## src/rtl/sd_cmd_phy.sv

```systemverilog
// SD CMD-line engine: builds a CRC7-protected 48-bit command frame, shifts it out on
// tx_tick, then captures and checks the card response sampled on rx_tick.
module sd_cmd_phy #(
    parameter int RESP_TIMEOUT = 64,
    parameter int GAP_TICKS    = 8
) (
    input  logic         clk,
    input  logic         rst,
    input  logic         tx_tick,
    input  logic         rx_tick,
    input  logic         cmd_valid,
    output logic         cmd_ready,
    input  logic [5:0]   cmd_index,
    input  logic [31:0]  cmd_arg,
    input  logic [1:0]   resp_type,
    output logic         resp_valid,
    output logic [135:0] resp_data,
    output logic         resp_crc_err,
    output logic         resp_timeout,
    output logic         busy,
    output logic         cmd_out,
    output logic         cmd_oe,
    input  logic         cmd_in
);
    localparam int WW = $clog2(RESP_TIMEOUT + 1);
    localparam int GW = $clog2(GAP_TICKS + 1);

    typedef enum logic [2:0] {IDLE, TX, WAIT_START, RX, GAP} state_t;

    state_t         state_q, state_d;
    logic [47:0]    frame_q, frame_d;
    logic [7:0]     cnt_q, cnt_d;
    logic [WW-1:0]  wait_q, wait_d;
    logic [GW-1:0]  gap_q, gap_d;
    logic [1:0]     rtype_q, rtype_d;
    logic [134:0]   cap_q, cap_d;
    logic [6:0]     crc_q, crc_d;
    logic [135:0]   data_q, data_d;
    logic           rvalid_q, rvalid_d;
    logic           crcerr_q, crcerr_d;
    logic           tmo_q, tmo_d;
    logic           out_q, out_d;
    logic           oe_q, oe_d;
    logic [7:0]     nbits, hi, pos;

    function automatic logic [6:0] crc7_step(input logic [6:0] c, input logic b);
        logic fb;
        fb = c[6] ^ b;
        return {c[5:0], 1'b0} ^ (fb ? 7'h09 : 7'h00);
    endfunction

    function automatic logic [6:0] crc7_40(input logic [39:0] d);
        logic [6:0] c;
        c = '0;
        for (int i = 39; i >= 0; i--) c = crc7_step(c, d[i]);
        return c;
    endfunction

    always_ff @(posedge clk or posedge rst) begin
        if (rst) begin
            state_q  <= IDLE;
            frame_q  <= '0;
            cnt_q    <= '0;
            wait_q   <= '0;
            gap_q    <= '0;
            rtype_q  <= '0;
            cap_q    <= '0;
            crc_q    <= '0;
            data_q   <= '0;
            rvalid_q <= 1'b0;
            crcerr_q <= 1'b0;
            tmo_q    <= 1'b0;
            out_q    <= 1'b1;
            oe_q     <= 1'b0;
        end else begin
            state_q  <= state_d;
            frame_q  <= frame_d;
            cnt_q    <= cnt_d;
            wait_q   <= wait_d;
            gap_q    <= gap_d;
            rtype_q  <= rtype_d;
            cap_q    <= cap_d;
            crc_q    <= crc_d;
            data_q   <= data_d;
            rvalid_q <= rvalid_d;
            crcerr_q <= crcerr_d;
            tmo_q    <= tmo_d;
            out_q    <= out_d;
            oe_q     <= oe_d;
        end
    end

    always_comb begin
        state_d  = state_q;
        frame_d  = frame_q;
        cnt_d    = cnt_q;
        wait_d   = wait_q;
        gap_d    = gap_q;
        rtype_d  = rtype_q;
        cap_d    = cap_q;
        crc_d    = crc_q;
        data_d   = data_q;
        rvalid_d = 1'b0;
        crcerr_d = crcerr_q;
        tmo_d    = tmo_q;
        out_d    = out_q;
        oe_d     = oe_q;
        nbits    = (rtype_q == 2'b10) ? 8'd136 : 8'd48;
        hi       = (rtype_q == 2'b10) ? 8'd127 : 8'd47;
        pos      = nbits - 8'd1 - cnt_q;
        case (state_q)
            IDLE: begin
                if (cmd_valid) begin
                    frame_d = {2'b01, cmd_index, cmd_arg,
                               crc7_40({2'b01, cmd_index, cmd_arg}), 1'b1};
                    rtype_d = resp_type;
                    cnt_d   = '0;
                    state_d = TX;
                end
            end
            TX: begin
                if (tx_tick) begin
                    if (cnt_q == 8'd48) begin
                        out_d   = 1'b1;
                        oe_d    = 1'b0;
                        cnt_d   = '0;
                        wait_d  = '0;
                        gap_d   = '0;
                        cap_d   = '0;
                        crc_d   = '0;
                        state_d = (rtype_q == 2'b00) ? GAP : WAIT_START;
                    end else begin
                        out_d   = frame_q[47];
                        oe_d    = 1'b1;
                        frame_d = {frame_q[46:0], 1'b1};
                        cnt_d   = cnt_q + 8'd1;
                    end
                end
            end
            WAIT_START: begin
                // The start bit is zero, so it leaves the zero-initialised CRC untouched.
                if (rx_tick) begin
                    if (!cmd_in) begin
                        cnt_d   = 8'd1;
                        state_d = RX;
                    end else if (wait_q == WW'(RESP_TIMEOUT - 1)) begin
                        rvalid_d = 1'b1;
                        tmo_d    = 1'b1;
                        crcerr_d = 1'b0;
                        data_d   = '0;
                        state_d  = GAP;
                    end else begin
                        wait_d = wait_q + WW'(1);
                    end
                end
            end
            RX: begin
                if (rx_tick) begin
                    cap_d = {cap_q[133:0], cmd_in};
                    cnt_d = cnt_q + 8'd1;
                    if (pos >= 8'd8 && pos <= hi) crc_d = crc7_step(crc_q, cmd_in);
                    // Last bit: CRC over the covered range is final, bits 7:1 sit in cap_q[6:0].
                    if (cnt_q == nbits - 8'd1) begin
                        rvalid_d = 1'b1;
                        tmo_d    = 1'b0;
                        data_d   = {cap_q, cmd_in};
                        crcerr_d = !cmd_in || (rtype_q != 2'b11 && crc_q != cap_q[6:0]);
                        state_d  = GAP;
                    end
                end
            end
            GAP: begin
                if (tx_tick) begin
                    if (gap_q == GW'(GAP_TICKS - 1)) state_d = IDLE;
                    else gap_d = gap_q + GW'(1);
                end
            end
            default: state_d = IDLE;
        endcase
    end

    assign cmd_ready    = (state_q == IDLE);
    assign busy         = (state_q != IDLE);
    assign resp_valid   = rvalid_q;
    assign resp_data    = data_q;
    assign resp_crc_err = crcerr_q;
    assign resp_timeout = tmo_q;
    assign cmd_out      = out_q;
    assign cmd_oe       = oe_q;
endmodule

```

## config.mk

```make
export PLATFORM = sky130hd
export DESIGN_NAME = sd_cmd_phy
export DESIGN_NICKNAME = d
export VERILOG_FILES = /design/src/rtl/sd_cmd_phy.sv
export SDC_FILE = /design/constraint.sdc
export NUM_CORES = 1
export LEC_CHECK = 0
export BUFFER_PORTS_ARGS = -buffer_cell sky130_fd_sc_hd__buf_4
export CORE_MARGIN = 3
export CORE_UTILIZATION = 53
export DETAILED_ROUTE_END_ITERATION = 16
export GPL_TIMING_DRIVEN = 0
export PLACE_DENSITY_LB_ADDON = 0.12
export SLEW_MARGIN = 20
export SYNTH_ARGS = -nofsm -noshare
export SYNTH_HDL_FRONTEND = slang
export SYNTH_SLANG_ARGS = --single-unit
```

## constraint.sdc

```tcl
create_clock -name clk -period 10.62 [get_ports clk]
set_input_delay 1.593 -clock clk [delete_from_list [all_inputs] [get_ports clk]]
set_output_delay 1.593 -clock clk [all_outputs]
set_load 0.01 [all_outputs]
```

==> out/metrics.cfg, run 1 <==
[setup_path]
cp_max_fo = 9
worstPathArrival_ns = 3.83
end_kind = register
critical_path_class = reg -> reg
worstPathRequired_ns = 11.02
startpoint_type = register

[global_route]
gr-max-usage-layer = met2
grt_use_total = 0.235
grt_pass1_vias = 12375
grt_overflow = 0
use_met1 = 0.337
antenna_found_initial = 0
grtUsageMet3 = 0.0315
grt_max_degree = 35
grt_util_met2 = 0.386
grt_first_pass_wirelength_mm = 61.2

[cts]
clockBufferDepth = 3
h-tree-depth = 2
clock-sinks = 355
root_buffer = clkbuf_16
holdBufCountCts = 0
ctsResizeCount = 0
cts_tree = done
cts_buffers = 39
clock_latency_ns = 0.52
clkTransAtPathRegs_ns = 0.06
postCtsSetupBuffers = 0

[synth]
synthCells = 1735
yosysWarnings = 0
ys_seq_elements = 355
netlist_area_um2 = 15600
avgSynthCellArea_um2 = 9.01
synth_edf_count = 0
async_flop_share = 1.00
dominantRegCellSynth = dfrtp_1
yosysSeqAreaShare = 0.568
syn_nets = 1789
synthDistinctLibCells = 53

[die]
rows = 62
fp.dieW_um = 178
ioPinCount = 189
core-area_um2 = 28900
die_area_um2 = 31600
die_h_um = 178
start_util = 0.542

[sta]
finalSetupTns_ns = 0
finalCritPeriodShare = 0.323
fmax_mhz = 291
final-hold-violation-count = 0
slew_violations = 0
skew_ns = 0.0203
rsz0062_at_grt = no
max-slew-margin-rel = 0.367
max_slew.worst_pin.slew_ns = 0.950
setup_viol = 0
finalCriticalPeriod_ns = 3.43

[cells_and_area]
final_cell_mix = 651 x nand2_1, 354 x dfrtp_1, 187 x buf_4
final_common_cell = nand2_1
diodes = 0
fillers = 2372
fin_nets = 2028
final_layout_size_suffix_gt1_frac = 0.144
synthToLayoutAreaGrowth_pct = 22.2

[routing]
vias_per_cell = 5.33
ant_nets = 0
drtIter0Drc = 898
avgRoutedWirePerCell_um = 15.4
vias = 12714
drt_pre_antenna_iters = 6
routed_wirelength_mm = 36.7
drc = 0

[placement]
io_buffers = 187
gp_congestion = 0.869
hpwlAfterDp_mm = 26.4

[pwr]
peakVddDrop_uv = 188
p_total_mw = 4.20
p_leak_nw = 9.40
power.density_nw_per_um2 = 220

[run]
cap_violations = 0

[run_status]
outcome = finished, final reports clean

[worst_hold_path]
min_path_type = reg -> reg

==> registers in the layout, summed over array words and instances, names as in the netlist <==
signal and cells:
cap_q 135, cmd_oe 1, cmd_out 1, cnt_q 8
crc_q 7, frame_q 48, gap_q 4, resp_crc_err 1
resp_data 136, resp_timeout 1, resp_valid 1, rtype_q 2
state_q 3, wait_q 7
==> final timing paths <==
kind                            cells past startpoint  slack, ns                         to                 startpoint
worst max-delay path                               12       7.19       crc_q[0]$_DFFE_PP0P_       cnt_q[3]$_DFFE_PP0P_
worst min-delay path                                2       0.46  resp_data[85]$_DFFE_PP0P_  resp_data[85]$_DFFE_PP0P_
worst max register to register                     12       7.19       crc_q[0]$_DFFE_PP0P_       cnt_q[3]$_DFFE_PP0P_
worst min register to register                      2       0.46  resp_data[85]$_DFFE_PP0P_  resp_data[85]$_DFFE_PP0P_
max in group asynchronous                           6       8.15        cmd_out$_DFFE_PP1P_                        rst
min in group asynchronous                           2       1.15  resp_data[70]$_DFFE_PP0P_                        rst
==> kinds of logic (layout without fill, tap and decap cells) <==
| group | Yosys count | after routing | synth area share |
|---|---|---|---|
| AND/OR/NAND/NOR | 899 | 899 | 0.234 |
| flip-flops | 355 | 355 | 0.568 |
| AO/OA/AOI/OAI | 250 | 250 | 0.0917 |
| adder cells (fa/ha/maj) | 8 | 8 | 0.00640 |
| XOR/XNOR | 85 | 85 | 0.0629 |
| multiplexers | 7 | 7 | 0.00496 |
| buffers and inverters | 131 | 399 | 0.0319 |
==> layout make-up <==
type	instances	area, µm²	area share
multi-input cells	1249	6260	0.327
flip-flops and latches	355	8880	0.465
plain buffers	121	462	0.0242
clock buffers	57	1160	0.0610
clock inverters	13	186	0.00976
repair buffers	198	1630	0.0854
inverters	10	41.3	0.00216
well taps	384	480	0.0251
==> cells in the mapped netlist (2+ instances only) <==
library cell | number | area, µm²
a21o_1 | 4 | 30.0
a21oi_1 | 15 | 75.1
a22o_1 | 14 | 123
a31oi_1 | 39 | 244
and2_1 | 2 | 12.5
and3_1 | 5 | 31.3
buf_1 | 11 | 41.3
buf_2 | 6 | 30.0
clkbuf_1 | 104 | 390
dfrtp_1 | 354 | 8860
ha_1 | 8 | 100
inv_1 | 9 | 33.8
mux2_2 | 6 | 67.6
nand2_1 | 651 | 2440
nand2b_1 | 4 | 25.0
nand3_1 | 147 | 736
nand4_1 | 2 | 12.5
nand4b_1 | 2 | 17.5
nor2_1 | 65 | 244
nor2b_1 | 5 | 31.3
nor3_1 | 3 | 15.0
nor4_1 | 3 | 18.8
o211ai_1 | 3 | 22.5
o21ai_0 | 153 | 766
o221ai_1 | 2 | 17.5
o22a_1 | 2 | 17.5
o22ai_1 | 4 | 25.0
o31ai_1 | 3 | 22.5
o41ai_1 | 2 | 17.5
or2_2 | 2 | 12.5
or3_1 | 2 | 12.5
or4_1 | 3 | 22.5
xnor2_1 | 45 | 394
xnor2_2 | 7 | 114
xnor3_1 | 10 | 225
xnor3_2 | 2 | 47.6
xor2_1 | 20 | 175
==> per-stage QoR <==
stage	setup slack, ns	std cells	area (µm²)	utilization	hold slack, ns
final	7.19	2387	19100	0.662	0.465
after global routing	6.94	2387	19100	0.662	0.483
after CTS	7.19	2387	19100	0.662	0.470
after detailed placement	6.82	2317	17800	0.615	0.457
after global placement	2.30	2306	17500	0.607	0.450
after floorplan	4.27	1735	15600	-	0.434
==> report_power, final <==
part           internal [mW]  leakage (nW)  total (mW)  switching [mW]
registers               1.51          4.78        1.62           0.108
logic                  0.460          3.96        1.19           0.729
clock network          0.861         0.665        1.40           0.539
total                   2.83          9.40        4.20            1.38
==> worst max-delay path: stages, from the launching register on <==
cell and delay (ns):
dfrtp_1 0.32, clkbuf_1 0.31, inv_1 0.09, ha_1 0.36
or2_2 0.33, a21oi_1 0.18, xor2_1 0.17, ha_1 0.26
and3_1 0.15, o221ai_1 0.50, nor2_1 0.24, a22o_1 0.25
a22o_1 0.17
==> per-layer routing <==
metal / vias up / share of wire
li1: 6180 / -
met1: 6154 / 0.45
met2: 325 / 0.48
met3: 55 / 0.055
met4: 0 / 0.018
met5: - / 0
Power figures use the tool's default switching activity.
==> run 2: changes to the inputs <==
- ABC_AREA: not set -> 1
- clock period: 10.62 -> 3.1 ns (I/O delays scaled with it)
==> run 2 against run 1 <==
Effect of this change:
- final area is 4.3% higher
- hold slack got worse by 0.27 ns
- synthesized area grew 5.8%
- total power grew to 4.4 times the previous value
- register-to-register slack got worse by 7.1 ns
- clock power grew to 3.1 times the previous value
- wire length increased by 5.1%
- critical path type unchanged
- critical endpoint is now cap_q[19]$_DFFE_PP0P_
==> out/metrics.cfg, run 2 <==
[cells_and_area]
largest_reg_flops = 136
synthToLayoutAreaGrowth_pct = 20.5
fin_nets = 2446
fillers = 2708
diodes = 0
final_common_cell = nand2_1
finalNonFillerCells = 2813
final_layout_size_suffix_gt1_frac = 0.140
final_cell_mix = 794 x nand2_1, 354 x dfrtp_1, 286 x inv_1

[cts]
cts_tree = done
h-tree-depth = 2
clock_latency_ns = 0.52
clock-sinks = 355
clockBufferDepth = 3
clkTransAtPathRegs_ns = 0.06
root_buffer = clkbuf_16
cts_buffers = 38

[synth]
synth.largest_area_cell = dfrtp_1
syn_nets = 2204
async_flop_share = 1.00
yosysSeqAreaShare = 0.537
synthTopCellsByArea = dfrtp_1 54%, nand2_1 18%, inv_1 6.5%, o21ai_0 5.7%, nor2_1 4.3%
netlist_area_um2 = 16500
synth_common_cells = 796 x nand2_1, 354 x dfrtp_1, 288 x inv_1, 188 x nor2_1, 188 x o21ai_0
avgSynthCellArea_um2 = 7.70
yosysWarnings = 0
yosysMostFrequentCell = nand2_1
synthCells = 2150
dominantRegCellSynth = dfrtp_1
ys_seq_elements = 355
synth.top_cell.area_share = 0.535
synth_edf_count = 0
synthDistinctLibCells = 46

[die]
ioPinCount = 189
start_util = 0.540
rows = 64
die_area_um2 = 33400
fp.dieW_um = 183
die_h_um = 183
core-area_um2 = 30700

[setup_path]
startpoint_type = register
ff2ff_path_depth = 11
critical_path_class = reg -> reg
worstPathArrival_ns = 3.41
end_kind = register
cp_max_fo = 10
r2r_start = state_q[0]$_DFFE_PP0P_
worstPathRequired_ns = 3.52
regToRegSetupSlack_ns = 0.11
r2r-end = cap_q[19]$_DFFE_PP0P_
startpoint = state_q[0]$_DFFE_PP0P_

[sta]
finalCritPeriodShare = 0.965
final-hold-violation-count = 0
finalCriticalPeriod_ns = 2.99
slew_violations = 0
rsz0062_at_grt = yes
max_slew.worst_pin.slew_ns = 0.920
skew_ns = 0.0202
max-slew-margin-rel = 0.387
fmax_mhz = 334
setup_ws_ns = 0.109
setup_viol = 0

[placement]
dp_cells = 2746
dpl_worst_slack_ns = -0.265
gp_congestion = 0.869
io_buffers = 188
hpwlAfterDp_mm = 27.8

[global_route]
grt_overflow = 0
grt_pass1_vias = 13868
grt_first_pass_wirelength_mm = 65.9
grt_max_degree = 36
grt_use_total = 0.235
antenna_found_initial = 0

[routing]
drtIter0Drc = 964
ant_nets = 0
drc = 0
routed_wirelength_mm = 38.5
avgRoutedWirePerCell_um = 13.7
vias_per_cell = 5.01
drt_pre_antenna_iters = 5
vias = 14099

[pwr]
peakVddDrop_uv = 559
p_leak_nw = 10.4
power.density_nw_per_um2 = 933

[worst_hold_path]
min_path_type = in -> reg
worstHoldStart = resp_type[0]
min_to = rtype_q[0]$_DFFE_PP0P_
hold_depth = 3

[run_status]
outcome = finished, final reports clean

[run]
cap_violations = 0

[run 2: how the worst max path moves through the flow]
stage | slack (ns) | depth (start not counted) | endpoint
2_1_floorplan | -2.12 | 1 | cap_q[0]$_DFFE_PP0P_
3_3_place_gp | -4.18 | 2 | resp_data[68]$_DFFE_PP0P_
3_5_place_dp | -0.27 | 13 | resp_data[55]$_DFFE_PP0P_
4_1_cts | 0.02 | 13 | resp_data[29]$_DFFE_PP0P_
5_1_grt | -0.08 | 13 | resp_data[125]$_DFFE_PP0P_
6_report | 0.11 | 11 | cap_q[19]$_DFFE_PP0P_
[run 2: stage by stage]
stage                     total power [mW]   TNS, ns  hold slack [ns]  instance area, µm²  utilization
after floorplan                       11.8   -751.49            0.425               16600            -
after global routing                  20.1     -3.09            0.201               19900        0.650
after detailed placement              14.3    -19.19            0.447               18700        0.610
after CTS                             18.7         0            0.182               19900        0.649
final                                 18.6         0            0.193               19900        0.650
after global placement                14.0  -1517.94            0.445               18500        0.602
[run 2: cell families (layout without fill, tap and decap cells)]
logic type | Yosys count | after routing | synth area share
AO/OA/AOI/OAI | 284 | 284 | 0.0948
XOR/XNOR | 14 | 14 | 0.00786
adder cells (fa/ha/maj) | 8 | 8 | 0.00605
buffers and inverters | 391 | 658 | 0.0896
flip-flops | 355 | 355 | 0.537
multiplexers | 1 | 1 | 0.000680
AND/OR/NAND/NOR | 1097 | 1097 | 0.264
[run 2: power by group]
| group | internal (mW) | switching (mW) |
|---|---|---|
| logic | 2.45 | 4.72 |
| registers | 6.38 | 0.721 |
| clock network | 2.55 | 1.78 |
| total | 11.4 | 7.22 |
[run 2: final cells by class]
| type | count | area (µm²) | area share |
|---|---|---|---|
| multi-input combinational | 1404 | 6200 | 0.311 |
| clock buffer | 53 | 1100 | 0.0550 |
| tap | 396 | 495 | 0.0249 |
| inverter | 298 | 1120 | 0.0563 |
| clock inverter | 12 | 101 | 0.00508 |
| timing repair buffer | 202 | 1660 | 0.0833 |
| sequential | 355 | 8880 | 0.446 |
| buffer | 93 | 374 | 0.0188 |
[run 2: what timing repair did]
action	in CTS	in global routing
hold buffers	1	0
hold endpoints to repair	18	0
endpoints found under the setup margin	101	169
cloned	0	0
setup buffers	0	1
gates resized for setup	2	19
[run 2: critical path, stage by stage (launching register included)]
cell and delay, ns:
dfrtp_1 0.43, inv_2 0.11, nor2_1 0.07, inv_1 0.14, nor2_2 0.09, inv_1 0.10
nor2_1 0.10, a21oi_2 0.69, clkbuf_1 0.54, clkbuf_1 0.41, nand2_1 0.10, o21ai_0 0.12
[run 2: routing by layer]
metal | part of all wire | vias up | global-route usage
li1 | - | 7076 | -
met1 | 0.46 | 6660 | 0.326
met2 | 0.47 | 312 | 0.400
met3 | 0.050 | 51 | 0.0323
met4 | 0.015 | 0 | 0.0491
met5 | 0 | - | 0
==> run 3: changes to the inputs <==
- CORE_MARGIN: 3 -> 2
==> run 3 against run 2 <==
Effect of this change:
- register-to-register slack gained 0.13 ns
- via count fell by 0.27%
- highest routed layer unchanged
- fmax increased by 4.4%
- largest cell class unchanged
- utilization up 0.28 points
==> out/metrics.cfg, run 3 (synthesized netlist as in run 2, its figures left out) <==
[sta]
rsz0062_at_grt = no
fmax_mhz = 349
max-slew-margin-rel = 0.574
finalSetupTns_ns = 0
final-hold-violation-count = 0
max_slew.worst_pin.slew_ns = 0.639
finalCritPeriodShare = 0.924
slew_violations = 0
finalCriticalPeriod_ns = 2.87
setup_viol = 0
skew_ns = 0.0221

[pwr]
power_frac_seq = 0.379
power_frac_comb = 0.383
swShare = 0.387
p_int_mw = 11.5
p_switching_mw = 7.26
power_frac_clock = 0.238
p_leak_nw = 10.4
power.density_nw_per_um2 = 936
peakVddDrop_uv = 547

[placement]
io_buffers = 188
dp_cells = 2747
gp_congestion = 0.862
hpwlAfterDp_mm = 28.1

[global_route]
grt_use_total = 0.243
grt_overflow = 0
grt_first_pass_wirelength_mm = 66.3
antenna_found_initial = 0
grt_pass1_vias = 13700
grt_max_degree = 35

[cells_and_area]
largest_reg_flops = 136
seq_area_um2 = 8880
fillers = 2725
final_layout_size_suffix_gt1_frac = 0.144
finish.utilization = 0.653
fin_nets = 2447
finalNonFillerCells = 2816
synthToLayoutAreaGrowth_pct = 21.0
final_cell_mix = 794 x nand2_1, 354 x dfrtp_1, 286 x inv_1
diodes = 0
final_common_cell = nand2_1
multiInputGateArea_um2 = 6210

[routing]
drtIter0Drc = 885
vias = 14061
ant_nets = 0
vias_per_cell = 4.99
drc = 0
routed_wirelength_mm = 38.7
avgRoutedWirePerCell_um = 13.7
drt_pre_antenna_iters = 5

[cts]
cts_buffers = 38
clockBufferDepth = 3
clock-sinks = 355
h-tree-depth = 2
cts_tree = done
clkTransAtPathRegs_ns = 0.06
root_buffer = clkbuf_16
clock_latency_ns = 0.53

[setup_path]
cp_top_family = buffers and inverters
critPathMaxStageDelay_ns = 0.40
worstPathRequired_ns = 3.57
crit_slowest_cell = dfrtp_1
critical_path_class = reg -> reg
cp_max_fo = 10
worstPathArrival_ns = 3.33
startpoint_type = register
path_buf_inv = 6
end_kind = register
cpMostUsedCell = inv_1
crit_chain = inv_1 > nand2_2 > ha_1 > inv_1 > nor3_1 > inv_1 > o31ai_1 > nand3_1 > inv_1 > clkbuf_2 > clkbuf_2 > nand2_1 > nand2_1

[worst_hold_path]
min_path_type = in -> reg

[die]
die_area_um2 = 32700
ioPinCount = 189
start_util = 0.540
core-area_um2 = 30700
rows = 64
fp.dieW_um = 181
die_h_um = 181

[run]
cap_violations = 0

[run_status]
outcome = finished, final reports clean

-- run 3: cell types whose count changed in the layout (fill, tap and decap cells not counted) --
cell and delta:
buf_16 +2, clkinvlp_4 -2, a21oi_2 -1, clkbuf_1 -5, clkbuf_2 +7, clkinv_4 +1
clkinv_2 +2, buf_12 -1, bufinv_16 +1, buf_1 -2, a21oi_4 +1
-- run 3: layer usage --
layer / vias up / part of all wire / track usage / routed length, µm
li1: 7079 / - / - / -
met1: 6600 / 0.46 / 0.342 / 18000
met2: 315 / 0.47 / 0.399 / 18100
met3: 67 / 0.044 / 0.0316 / 1720
met4: 0 / 0.025 / 0.0671 / 981
met5: - / 0 / 0 / 0
-- run 3: area by class of cell --
cell class / instances / share of cell area
inverter: 298 / 0.0561
clock buffer: 53 / 0.0548
timing repair buffer: 203 / 0.0847
buffer: 93 / 0.0191
clock inverter: 14 / 0.00675
sequential: 355 / 0.444
tap: 396 / 0.0247
multi-input combinational: 1404 / 0.310
-- run 3: path summary, 6_finish.rpt --
path	start	to	slack (ns)	cells past startpoint
max	rtype_q[0]$_DFFE_PP0P_	resp_data[75]$_DFFE_PP0P_	0.23	13
min	resp_type[1]	rtype_q[1]$_DFFE_PP0P_	0.19	2
max reg2reg	rtype_q[0]$_DFFE_PP0P_	resp_data[75]$_DFFE_PP0P_	0.23	13
min reg2reg	wait_q[5]$_DFFE_PP0P_	wait_q[5]$_DFFE_PP0P_	0.46	1
max in group asynchronous	rst	cap_q[49]$_DFFE_PP0P_	1.39	7
min in group asynchronous	rst	cap_q[10]$_DFFE_PP0P_	0.50	3
-- run 3: timing repair --
item	in CTS	in global routing
hold buffers	1	0
gates resized for setup	1	34
pin swaps	0	0
setup endpoints to repair	100	154
hold endpoints to repair	12	0
cloned	0	0
buffers inserted	0	1
-- run 3: through the flow --
step                area [µm²]  hold WS, ns  total power, mW  setup slack, ns
finish                   20000        0.191             18.7            0.235
CTS                      20000        0.185             18.8          0.00251
detailed placement       18700        0.452             14.3           -0.332
floorplan                16600        0.425             11.8            -2.12
global placement         18500        0.445             14.0            -4.20
global route             20000        0.187             20.2           0.0184
-- run 3: power groups by stage --
stage / Clock [mW] / Combinational (mW) / Sequential (mW)
after CTS: 4.55 / 7.18 / 7.10
final: 4.47 / 7.18 / 7.10
after global routing: 4.73 / 8.19 / 7.28
after floorplan: 0 / 4.55 / 7.24
after detailed placement: 0 / 7.12 / 7.17
after global placement: 0 / 6.86 / 7.15
